[config.mk]
export PLATFORM = sky130hd
export DESIGN_NAME = hfosc_ctrl
export DESIGN_NICKNAME = d
export VERILOG_FILES = /design/src/rtl/hfosc_ctrl.sv
export SDC_FILE = /design/constraint.sdc
export NUM_CORES = 1
export LEC_CHECK = 0
export BUFFER_PORTS_ARGS = -buffer_cell sky130_fd_sc_hd__buf_2
export CAP_MARGIN = 30
export CORE_MARGIN = 2
export CORE_UTILIZATION = 54
export DETAILED_ROUTE_END_ITERATION = 12
export PLACE_DENSITY = 0.76
export SYNTH_ARGS = -nofsm -noshare
export SYNTH_HDL_FRONTEND = slang
export SYNTH_SLANG_ARGS = --single-unit
[constraint.sdc]
create_clock -name clk -period 2.9 [get_ports clk]
set_clock_uncertainty 0.2 [all_clocks]
set_input_delay 0.29 -clock clk [delete_from_list [all_inputs] [get_ports clk]]
set_output_delay 0.29 -clock clk [all_outputs]
set_load 0.03 [all_outputs]
[src/rtl/hfosc_ctrl.sv]
// HFOSC power sequencer: arbitrates HF-clock requests and walks the oscillator
// through power-up, enable settle and run, holding it briefly before power-down.
module hfosc_ctrl #(
  parameter int N_REQ       = 2,
  parameter int PU_WAIT     = 3,
  parameter int EN_WAIT     = 2,
  parameter int HOLD_CYCLES = 4,
  parameter int CW          = 8
) (
  input  logic             clk,
  input  logic             resetn,
  input  logic [N_REQ-1:0] req,
  input  logic             force_on,
  output logic             CLKHFPU,
  output logic             CLKHFEN,
  output logic             ready,
  output logic [N_REQ-1:0] ack,
  output logic [2:0]       state_o
);

  typedef enum logic [2:0] {
    OFF     = 3'd0,
    POWERUP = 3'd1,
    STARTUP = 3'd2,
    RUN     = 3'd3,
    HOLD    = 3'd4,
    DRAIN   = 3'd5
  } state_t;

  // Waits below one cycle collapse to one; the counter reloads with wait-1.
  localparam int PU_W   = (PU_WAIT < 1) ? 1 : PU_WAIT;
  localparam int EN_W   = (EN_WAIT < 1) ? 1 : EN_WAIT;
  localparam int HOLD_W = (HOLD_CYCLES < 1) ? 1 : HOLD_CYCLES;

  localparam logic [CW-1:0] PU_LD   = CW'(PU_W - 1);
  localparam logic [CW-1:0] EN_LD   = CW'(EN_W - 1);
  localparam logic [CW-1:0] HOLD_LD = CW'(HOLD_W - 1);
  localparam logic [CW-1:0] ONE     = CW'(1);

  state_t        state, state_nxt;
  logic [CW-1:0] cnt, cnt_nxt;
  logic          any_req;
  logic          pu_nxt, en_nxt, rdy_nxt;

  assign any_req = (|req) | force_on;
  assign state_o = state;

  // Request checks always win over counter expiry in every waiting state.
  always_comb begin
    state_nxt = state;
    cnt_nxt   = cnt;
    case (state)
      OFF: begin
        if (any_req) begin
          state_nxt = POWERUP;
          cnt_nxt   = PU_LD;
        end
      end
      POWERUP: begin
        if (!any_req) begin
          state_nxt = OFF;
          cnt_nxt   = '0;
        end else if (cnt == '0) begin
          state_nxt = STARTUP;
          cnt_nxt   = EN_LD;
        end else begin
          cnt_nxt = cnt - ONE;
        end
      end
      STARTUP: begin
        if (!any_req) begin
          state_nxt = DRAIN;
          cnt_nxt   = '0;
        end else if (cnt == '0) begin
          state_nxt = RUN;
        end else begin
          cnt_nxt = cnt - ONE;
        end
      end
      RUN: begin
        if (!any_req) begin
          if (HOLD_CYCLES == 0) begin
            state_nxt = DRAIN;
            cnt_nxt   = '0;
          end else begin
            state_nxt = HOLD;
            cnt_nxt   = HOLD_LD;
          end
        end
      end
      HOLD: begin
        if (any_req) begin
          state_nxt = RUN;
          cnt_nxt   = '0;
        end else if (cnt == '0) begin
          state_nxt = DRAIN;
        end else begin
          cnt_nxt = cnt - ONE;
        end
      end
      DRAIN: begin
        // PU is still high here, so a late request skips the power-up settle.
        if (any_req) begin
          state_nxt = STARTUP;
          cnt_nxt   = EN_LD;
        end else begin
          state_nxt = OFF;
          cnt_nxt   = '0;
        end
      end
      default: begin
        state_nxt = OFF;
        cnt_nxt   = '0;
      end
    endcase
  end

  // Outputs are decoded from the next state so they register with it.
  always_comb begin
    pu_nxt  = 1'b0;
    en_nxt  = 1'b0;
    rdy_nxt = 1'b0;
    case (state_nxt)
      POWERUP: pu_nxt = 1'b1;
      STARTUP: begin
        pu_nxt = 1'b1;
        en_nxt = 1'b1;
      end
      RUN, HOLD: begin
        pu_nxt  = 1'b1;
        en_nxt  = 1'b1;
        rdy_nxt = 1'b1;
      end
      DRAIN:   pu_nxt = 1'b1;
      default: pu_nxt = 1'b0;
    endcase
  end

  always_ff @(posedge clk or negedge resetn) begin
    if (!resetn) begin
      state   <= OFF;
      cnt     <= '0;
      CLKHFPU <= 1'b0;
      CLKHFEN <= 1'b0;
      ready   <= 1'b0;
      ack     <= '0;
    end else begin
      state   <= state_nxt;
      cnt     <= cnt_nxt;
      CLKHFPU <= pu_nxt;
      CLKHFEN <= en_nxt;
      ready   <= rdy_nxt;
      ack     <= {N_REQ{rdy_nxt}} & req;
    end
  end

`ifndef SYNTHESIS
  a_en_needs_pu: assert property (@(posedge clk) disable iff (!resetn)
    CLKHFEN |-> CLKHFPU);
  a_no_joint_fall: assert property (@(posedge clk) disable iff (!resetn)
    $fell(CLKHFPU) |-> !$fell(CLKHFEN));
  a_ack_needs_ready: assert property (@(posedge clk) disable iff (!resetn)
    (|ack) |-> ready);
`endif

endmodule

==> out/qor.yml <==
run_status:
  run_status: "completed"
setup_path:
  crit_start: "cnt[2]$_DFFE_PN0P_"
  crit_type: "reg -> reg"
  worstSetupEndpointType: "flip-flop"
  rr_startpoint: "cnt[2]$_DFFE_PN0P_"
  worst_setup_path_start_kind: "flip-flop"
  cp.required_ns: 2.87
  worstPathArrival_ns: 2.31
  crit_path_max_fanout: 9
global_route:
  grt_pass1_wl_um: 3470
  globalRouteTotalUtil: 0.227
  grt_max_degree: 26
  grt-ovfl-total: 0
  grt_pass1_vias: 751
  antenna_found_initial: 0
clock_network:
  clk_path_buf_depth: 2
  cts-root-buf: "clkbuf_4"
  cts_tree: "yes"
  path_clk_slew_ns: 0.09
  clkLatencyLatePin_ns: 0.29
  numCtsBuffers: 3
  post_cts_buffers: 0
  numClockSinks: 16
  htreeDepth: 1
yosys:
  synth_cell_types: 34
  syn_avg_cell_area_um2: 8.95
  synth_top_area_frac: 0.400
  ys_warn_count: 0
  synth.net_count: 119
  synth-seq-cells: 16
  synth_area_leaders: "dfrtp_1 (40%), nor2_1 (7.1%), o211ai_1 (5.2%)"
  yosys.area.top_type: "dfrtp_1"
  synthCells: 112
  netlist_area_um2: 1000
  synth-seq-area-share: 0.400
timing:
  finalCritPeriodShare: 0.809
  rsz0062_at_grt: "no"
  slew_violations: 0
  clock.fmax_mhz: 426
  setup_violations: 0
  tightest_slew_ns: 0.724
  period_minus_slack_ns: 2.35
  final-hold-violation-count: 0
  slew_headroom: 0.517
  fin_tns_setup_ns: 0
die:
  row_count: 15
  chipWidth_um: 47.1
  fp.coreArea_um2: 1750
  die_area_um2: 2220
  io_pins: 13
  start_util: 0.574
  die_height_um: 47.1
cells_and_area:
  nets: 131
  n_antenna_cell: 0
  final_layout_size_suffix_gt1_frac: 0.187
  final_common_cell: "nor2_1"
  synthToLayoutAreaGrowth_pct: 11.1
  layout_common_cells: "nor2_1 (19), dfrtp_1 (16), buf_2 (12)"
routing:
  wl_per_cell_um: 14.3
  vias: 879
  viasPerCell: 5.94
  ant_nets: 0
  wl_um: 2110
  drc: 0
  drtIter0Drc: 19
  firstDrtPassIters: 4
power_and_ir_drop:
  p_leak_uw: 0.000469
  p_total_uw: 1300
  ir_worst_vdd_mv: 0.575
  power.density_nw_per_um2: 1170
min_path:
  hp-class: "in -> reg"
  hold_start: "req[1]"
placed_design:
  numPortBuffers: 12
  dp_hpwl_um: 1440
  gp_congestion: 0.885
flow_run:
  cap_viol_max_count: 0
[stage by stage]
| stage | setup slack (ns) | cell area, µm² | util | hold WS [ns] | std cells |
|---|---|---|---|---|---|
| 2_1_floorplan | 0.761 | 1000 | - | -0.206 | 112 |
| 3_3_place_gp | 0.663 | 1070 | 0.611 | 0.0127 | 143 |
| 3_5_place_dp | 0.591 | 1070 | 0.611 | 0.0157 | 143 |
| 4_1_cts | 0.545 | 1110 | 0.638 | 0.0582 | 148 |
| 5_1_grt | 0.454 | 1110 | 0.638 | 0.0604 | 148 |
| 6_report | 0.554 | 1110 | 0.638 | 0.0578 | 148 |
[worst max-delay path, stage by stage (launching register included)]
cell      delay [ns]
dfrtp_1         0.41
or4_4           0.57
nor4b_4         0.49
a211oi_1        0.17
a21oi_2         0.28
nor2_1          0.10
[routing by layer]
layer / track usage / vias to the layer above / part of all wire
li1: - / 431 / -
met1: 0.314 / 405 / 0.47
met2: 0.326 / 36 / 0.46
met3: 0.0654 / 7 / 0.052
met4: 0.106 / 0 / 0.022
met5: 0 / - / 0
[flip-flops by register name, indices dropped and copies added, names as in the netlist]
register  flops
ready         1
cnt           8
CLKHFEN       1
CLKHFPU       1
ack           2
state_o       3
[final cells by class]
| class | count | area (µm²) |
|---|---|---|
| multi-input combinational | 86 | 561 |
| fill | 168 | 632 |
| timing repair buffer | 13 | 70.1 |
| tap | 25 | 31.3 |
| clock buffer | 4 | 36.3 |
| inverter | 4 | 15.0 |
| sequential | 16 | 400 |
[kinds of logic (layout without fill, tap and decap cells)]
group	Yosys count	in the layout	share of synthesized area
AND/OR/NAND/NOR	41	41	0.225
AO/OA/AOI/OAI	35	35	0.238
flip-flops	16	16	0.399
buffers and inverters	10	21	0.0412
XOR/XNOR	7	7	0.0612
adder cells (fa/ha/maj)	3	3	0.0350
[cells in the mapped netlist]
master	number
o2111ai_2	1
nor4_1	2
a21oi_1	8
buf_2	3
o22ai_1	3
or3_2	1
a221oi_1	1
o22a_1	1
a22o_1	1
nor4b_4	1
dfrtp_1	16
nand2_1	5
clkbuf_1	3
or4_4	2
nor3_2	1
a21oi_2	1
o21bai_1	1
maj3_1	1
xnor2_1	2
o211ai_1	7
and3_1	1
xor2_1	5
inv_1	4
a211oi_1	4
nand4_1	1
or3_1	1
nor3_1	2
o32a_1	1
nand3_1	1
o21ai_0	6
and2_1	2
nand2b_1	2
ha_1	2
nor2_1	19
[final timing paths]
path                            cells past startpoint  slack, ns                   end
worst max-delay path                                5       0.55    cnt[7]$_DFFE_PN0P_
worst min-delay path                                2       0.06      ack[1]$_DFF_PN0_
worst max register to register                      5       0.55    cnt[7]$_DFFE_PN0P_
worst min register to register                      2       0.39    cnt[5]$_DFFE_PN0P_
max in group asynchronous                           2       2.00  state_o[0]$_DFF_PN0_
min in group asynchronous                           2       0.24  state_o[1]$_DFF_PN0_
[power by group]
part	internal, µW	switching (µW)	total, µW
clock network	76.5	69.8	146
registers	310	136	446
logic	293	418	710
[what timing repair did]
| action | in CTS | in global routing |
|---|---|---|
| setup endpoints to repair | 0 | 0 |
| hold buffers | 1 | 0 |
| endpoints found under the hold margin | 16 | 0 |
| gates resized for setup | 0 | 0 |
Power figures use the tool's default switching activity.
